[config.mk]
export PLATFORM = sky130hd
export DESIGN_NAME = master_cmd_queue
export DESIGN_NICKNAME = d
export VERILOG_FILES = /design/src/rtl/master_cmd_queue.sv
export SDC_FILE = /design/constraint.sdc
export NUM_CORES = 1
export LEC_CHECK = 0
export CELL_PAD_IN_SITES_DETAIL_PLACEMENT = 2
export CELL_PAD_IN_SITES_GLOBAL_PLACEMENT = 2
export CORE_ASPECT_RATIO = 1.1
export CORE_UTILIZATION = 45
export DETAILED_ROUTE_END_ITERATION = 7
export PLACE_DENSITY_LB_ADDON = 0.1
export RECOVER_POWER = 25
export SLEW_MARGIN = 15
export SYNTH_ARGS = -nofsm -noshare
export SYNTH_HDL_FRONTEND = slang
export SYNTH_SLANG_ARGS = --single-unit
[constraint.sdc]
create_clock -name clk -period 4.5 [get_ports clk]
set_input_delay 1.125 -clock clk [delete_from_list [all_inputs] [get_ports clk]]
set_output_delay 1.125 -clock clk [all_outputs]
set_load 0.005 [all_outputs]
[src/rtl/master_cmd_queue.sv]
// rtl/master_cmd_queue.sv - host command FIFO issuing one transaction at a time to a bus master port
// Optional WAIT-state watchdog: define CMD_QUEUE_TIMEOUT_EN.
module master_cmd_queue #(
  parameter int ADDR_WIDTH     = 16,
  parameter int DATA_WIDTH     = 8,
  parameter int DEPTH          = 4,
  parameter int TIMEOUT_CYCLES = 1024
) (
  input  logic                    clk,
  input  logic                    rstn,
  input  logic                    cmd_valid,
  output logic                    cmd_ready,
  input  logic                    cmd_mode,
  input  logic [ADDR_WIDTH-1:0]   cmd_addr,
  input  logic [DATA_WIDTH-1:0]   cmd_wdata,
  output logic                    rsp_valid,
  input  logic                    rsp_ready,
  output logic [DATA_WIDTH-1:0]   rsp_rdata,
  output logic                    rsp_err,
  output logic [$clog2(DEPTH):0]  q_count,
  output logic                    d_valid,
  input  logic                    d_ready,
  output logic                    d_mode,
  output logic [ADDR_WIDTH-1:0]   d_addr,
  output logic [DATA_WIDTH-1:0]   d_wdata,
  input  logic [DATA_WIDTH-1:0]   d_rdata
);

  localparam int PW = $clog2(DEPTH);
  localparam int CW = PW + 1;
  localparam int EW = 1 + ADDR_WIDTH + DATA_WIDTH;

  if (DEPTH < 2 || (DEPTH & (DEPTH - 1)) != 0 || TIMEOUT_CYCLES < 1) begin : g_param_check
    $error("master_cmd_queue: DEPTH must be a power of two >= 2 and TIMEOUT_CYCLES >= 1");
  end

  typedef enum logic [1:0] {IDLE, ISSUE, WAIT, RESP} state_t;

  state_t        state;
  logic          busy_seen;
  logic [EW-1:0] mem [DEPTH];
  logic [PW-1:0] wr_ptr;
  logic [PW-1:0] rd_ptr;
  logic [EW-1:0] head;
  logic          push;
  logic          pop;
  logic          wait_done;
  logic          timed_out;

  assign cmd_ready = (q_count != CW'(DEPTH));
  assign push      = cmd_valid & cmd_ready;
  assign pop       = (state == ISSUE) & d_ready;
  assign head      = mem[rd_ptr];
  // a transaction is only complete once the port has been seen busy after accepting it
  assign wait_done = d_ready & busy_seen;

  always_ff @(posedge clk) begin
    if (push) begin
      mem[wr_ptr] <= {cmd_mode, cmd_addr, cmd_wdata};
    end
  end

  always_ff @(posedge clk or negedge rstn) begin
    if (!rstn) begin
      wr_ptr  <= '0;
      rd_ptr  <= '0;
      q_count <= '0;
    end else begin
      if (push) begin
        wr_ptr <= wr_ptr + 1'b1;
      end
      if (pop) begin
        rd_ptr <= rd_ptr + 1'b1;
      end
      case ({push, pop})
        2'b10:   q_count <= q_count + 1'b1;
        2'b01:   q_count <= q_count - 1'b1;
        default: q_count <= q_count;
      endcase
    end
  end

`ifdef CMD_QUEUE_TIMEOUT_EN
  localparam int TW = $clog2(TIMEOUT_CYCLES + 1);

  logic [TW-1:0] wait_cnt;

  // counter is zero on the first WAIT cycle; the last permitted cycle is TIMEOUT_CYCLES-1
  assign timed_out = (state == WAIT) && (wait_cnt == TW'(TIMEOUT_CYCLES - 1));

  always_ff @(posedge clk or negedge rstn) begin
    if (!rstn) begin
      wait_cnt <= '0;
    end else if (state != WAIT) begin
      wait_cnt <= '0;
    end else if (!timed_out) begin
      wait_cnt <= wait_cnt + 1'b1;
    end
  end

  always_ff @(posedge clk or negedge rstn) begin
    if (!rstn) begin
      rsp_err <= 1'b0;
    end else if (state == WAIT && !d_mode && (wait_done || timed_out)) begin
      rsp_err <= !wait_done;
    end
  end
`else
  assign timed_out = 1'b0;
  assign rsp_err   = 1'b0;
`endif

  always_ff @(posedge clk or negedge rstn) begin
    if (!rstn) begin
      state     <= IDLE;
      busy_seen <= 1'b0;
      d_valid   <= 1'b0;
      d_mode    <= 1'b0;
      d_addr    <= '0;
      d_wdata   <= '0;
      rsp_valid <= 1'b0;
      rsp_rdata <= '0;
    end else begin
      case (state)
        IDLE: begin
          if (q_count != '0) begin
            {d_mode, d_addr, d_wdata} <= head;
            d_valid <= 1'b1;
            state   <= ISSUE;
          end
        end
        ISSUE: begin
          if (d_ready) begin
            d_valid   <= 1'b0;
            busy_seen <= 1'b0;
            state     <= WAIT;
          end
        end
        WAIT: begin
          if (!d_ready) begin
            busy_seen <= 1'b1;
          end
          if (wait_done) begin
            if (d_mode) begin
              state <= IDLE;
            end else begin
              rsp_rdata <= d_rdata;
              rsp_valid <= 1'b1;
              state     <= RESP;
            end
          end else if (timed_out) begin
            // abandoned reads still answer the host so it is never left waiting
            if (d_mode) begin
              state <= IDLE;
            end else begin
              rsp_rdata <= '0;
              rsp_valid <= 1'b1;
              state     <= RESP;
            end
          end
        end
        RESP: begin
          if (rsp_ready) begin
            rsp_valid <= 1'b0;
            state     <= IDLE;
          end
        end
        default: state <= IDLE;
      endcase
    end
  end

endmodule

==> results.toml <==
[status]
run_status = "complete, no violations"

[cells_and_area]
final_util_pct = 59.2
area_growth_pct = 27.1
drive_above_1_share_pct = 22.8
instances_no_fill = 518
regArea_um2 = 4130
final_common_cell = "edfxtp_1"
nNetsFinal = 395
antenna_cells = 0
fillers = 1005
multiInputGateArea_um2 = 1400
layout_common_cells = "100 x edfxtp_1, 58 x clkdlybuf4s50_1, 44 x dfrtp_1"
fin_area_um2 = 7190

[die]
die-area_um2 = 13000
fp.dieW_um = 109
initial_core_util_pct = 46.6
core.rowCount = 42
die_h_um = 120
core_um2 = 12100
io_pins = 78

[yosys]
ys_warn_count = 0
synth_edf_count = 100
synthTopCellsByArea = "edfxtp_1 53%, dfrtp_1 20%, mux4_1 7.9%"
yosys.area.top_type_share_pct = 53.1
ys_seq_area_share_pct = 73.0
postSynthAreaPerCell_um2 = 21.6
synth_flop_cell = "edfxtp_1"
synth_nets = 306
netlist_instances = 262
async_flop_share_pct = 31.0
synthDistinctLibCells = 32
yosysTopAreaCell = "edfxtp_1"
syn_area_um2 = 5660
ys_seq_elements = 145

[timing]
setup_viol = 0
period_share_pct = 65.6
rsz0062_at_grt = "no"
clock_skew_ps = 15.3
tightestPinTransition_ps = 1240
fin_hold_ws_ps = 510
slew_viol_final = 0
timing.fmax_mhz = 339
min_period_ps = 2950
tns_ps = 0
hold_viol = 0
slew_headroom_pct = 17.2

[global_routing]
gr-usage-all-layers_pct = 20.5
grt_overflow = 0
gr-usage-met3_pct = 5.32
grt_start_max_net_pins = 28
antenna_found_initial = 0
grt_pass1_wl_um = 18500
met1_usage_pct = 26.1
grt_pass1_vias = 3153
grtUsageMet2_pct = 33.3
grt-busiest-layer = "met2"

[place]
io_buffers = 76
dpl.hpwl_um = 7130
place_congestion = 0.680
place_inst = 486
placed_cell_area_um2 = 6540

[clock_tree]
cts-resized-gates = 0
hold_buffers = 0
clk_latency_ps = 420
cts.path.max_buffers = 2
cts_buffers = 17
cts_tree = "done"
htreeDepth = 4
cts-root-buf = "clkbuf_16"
postCtsSetupRepairBufs = 0
clk_pin_slew_ps = 60
cts.sinks = 145

[critical_path]
crit_chain = "or3b_1, clkdlybuf4s50_1"
path_delay_family = "simple AND/OR/NAND/NOR gates"
cp_max_fo = 6
cpMaxStageDelayCell = "or3b_1"
cp_num_buf_inv = 1
critPathKind = "reg -> out"
slowest_delay_ps = 480
end_kind = "output port"
cp.required_ps = 3380
critPathArrivalTime_ps = 1830
cp-start-kind = "flop"

[detailed_routing]
wl_per_cell_um = 23.0
ant_nets = 0
viasPerCell = 5.33
drtIter0Drc = 132
routed_wl_um = 11900
vias = 2761
drc_errors = 0
dr.pass1.iters = 4

[flow_run]
drv_cap = 0

[pwr]
powerDensity_nw_per_um2 = 719
peakVddDrop_uv = 373
leakage_nw = 2.72

[worst_hold_path]
hold_path.class = "reg -> reg"
==> cell families (layout without fill, tap and decap cells) <==
logic type / Yosys count / after routing / share of synthesized area [%]
other cells: 1 / 1 / 0.0663
simple gates: 22 / 22 / 2.41
flops: 145 / 145 / 73.0
xor+xnor: 6 / 6 / 0.929
mux: 61 / 61 / 19.4
fa+ha+maj: 6 / 6 / 1.46
buf+inv: 16 / 118 / 2.26
compound gates: 5 / 5 / 0.486
==> path summary, 6_finish.rpt <==
kind | startpoint | cells after the start | to | slack, ps
worst max-delay path | q_count[0]$_DFFE_PN0P_ | 2 | cmd_ready | 1550
worst min-delay path | rsp_rdata[4]$_DFFE_PN0P_ | 1 | rsp_rdata[4]$_DFFE_PN0P_ | 510
worst max register to register | q_count[0]$_DFFE_PN0P_ | 6 | q_count[1]$_DFFE_PN0P_ | 2250
worst min register to register | rsp_rdata[4]$_DFFE_PN0P_ | 1 | rsp_rdata[4]$_DFFE_PN0P_ | 510
max in group asynchronous | rstn | 2 | busy_seen$_DFFE_PN0P_ | 2500
min in group asynchronous | rstn | 1 | d_addr[11]$_DFFE_PN0P_ | 950
==> power breakdown <==
part / switching [mW] / internal, mW / leakage, nW
clock network: 0.541 / 0.999 / 0.310
logic: 0.578 / 0.936 / 0.966
registers: 0.273 / 1.85 / 1.44
==> metrics by stage <==
step / power (mW) / worst slack, ps
floorplan: 3.03 / 2070
global placement: 3.59 / 1530
detailed placement: 3.68 / 1470
CTS: 5.26 / 1520
global route: 5.42 / 1500
finish: 5.17 / 1550
==> Yosys cell counts, types with 2 or more instances <==
cell type and instances:
clkbuf_1 2, and3_1 4, and2_1 2, dfrtp_1 45, edfxtp_1 100, buf_6 6, mux2_4 18, xnor2_1 4
xor2_1 2, mux4_1 17, mux2_2 17, nand2_1 6, nor2_1 3, o21ai_0 3, buf_2 2, inv_1 4
ha_1 5, mux4_2 8
==> state kept, by name (all words and copies together), names as in the netlist <==
signal	flops
busy_seen	1
d_addr	16
d_mode	1
d_valid	1
d_wdata	8
mem	100
q_count	3
rd_ptr	2
rsp_rdata	8
rsp_valid	1
state	2
wr_ptr	2
==> worst register-to-register path: cells and delay by family (launching register included) <==
family | cells | cell delay [ps]
buf+inv | 1 | 70
simple gates | 2 | 710
mux | 1 | 260
flops | 1 | 450
fa+ha+maj | 2 | 630
==> final cells by class <==
| class | instances | share of cell area, % |
|---|---|---|
| clock buffers | 19 | 6.16 |
| clock inverters | 13 | 2.91 |
| inverters | 4 | 0.209 |
| multi-input cells | 101 | 19.5 |
| flip-flops and latches | 145 | 57.4 |
| well taps | 154 | 2.68 |
| repair buffers | 82 | 11.1 |
==> routing by layer <==
layer | share of wire (%) | wire length (um)
met2 | 51 | 6110
met3 | 3.7 | 443
met5 | 0 | 0
met1 | 43 | 5170
met4 | 1.5 | 182
Power figures use the tool's default switching activity.
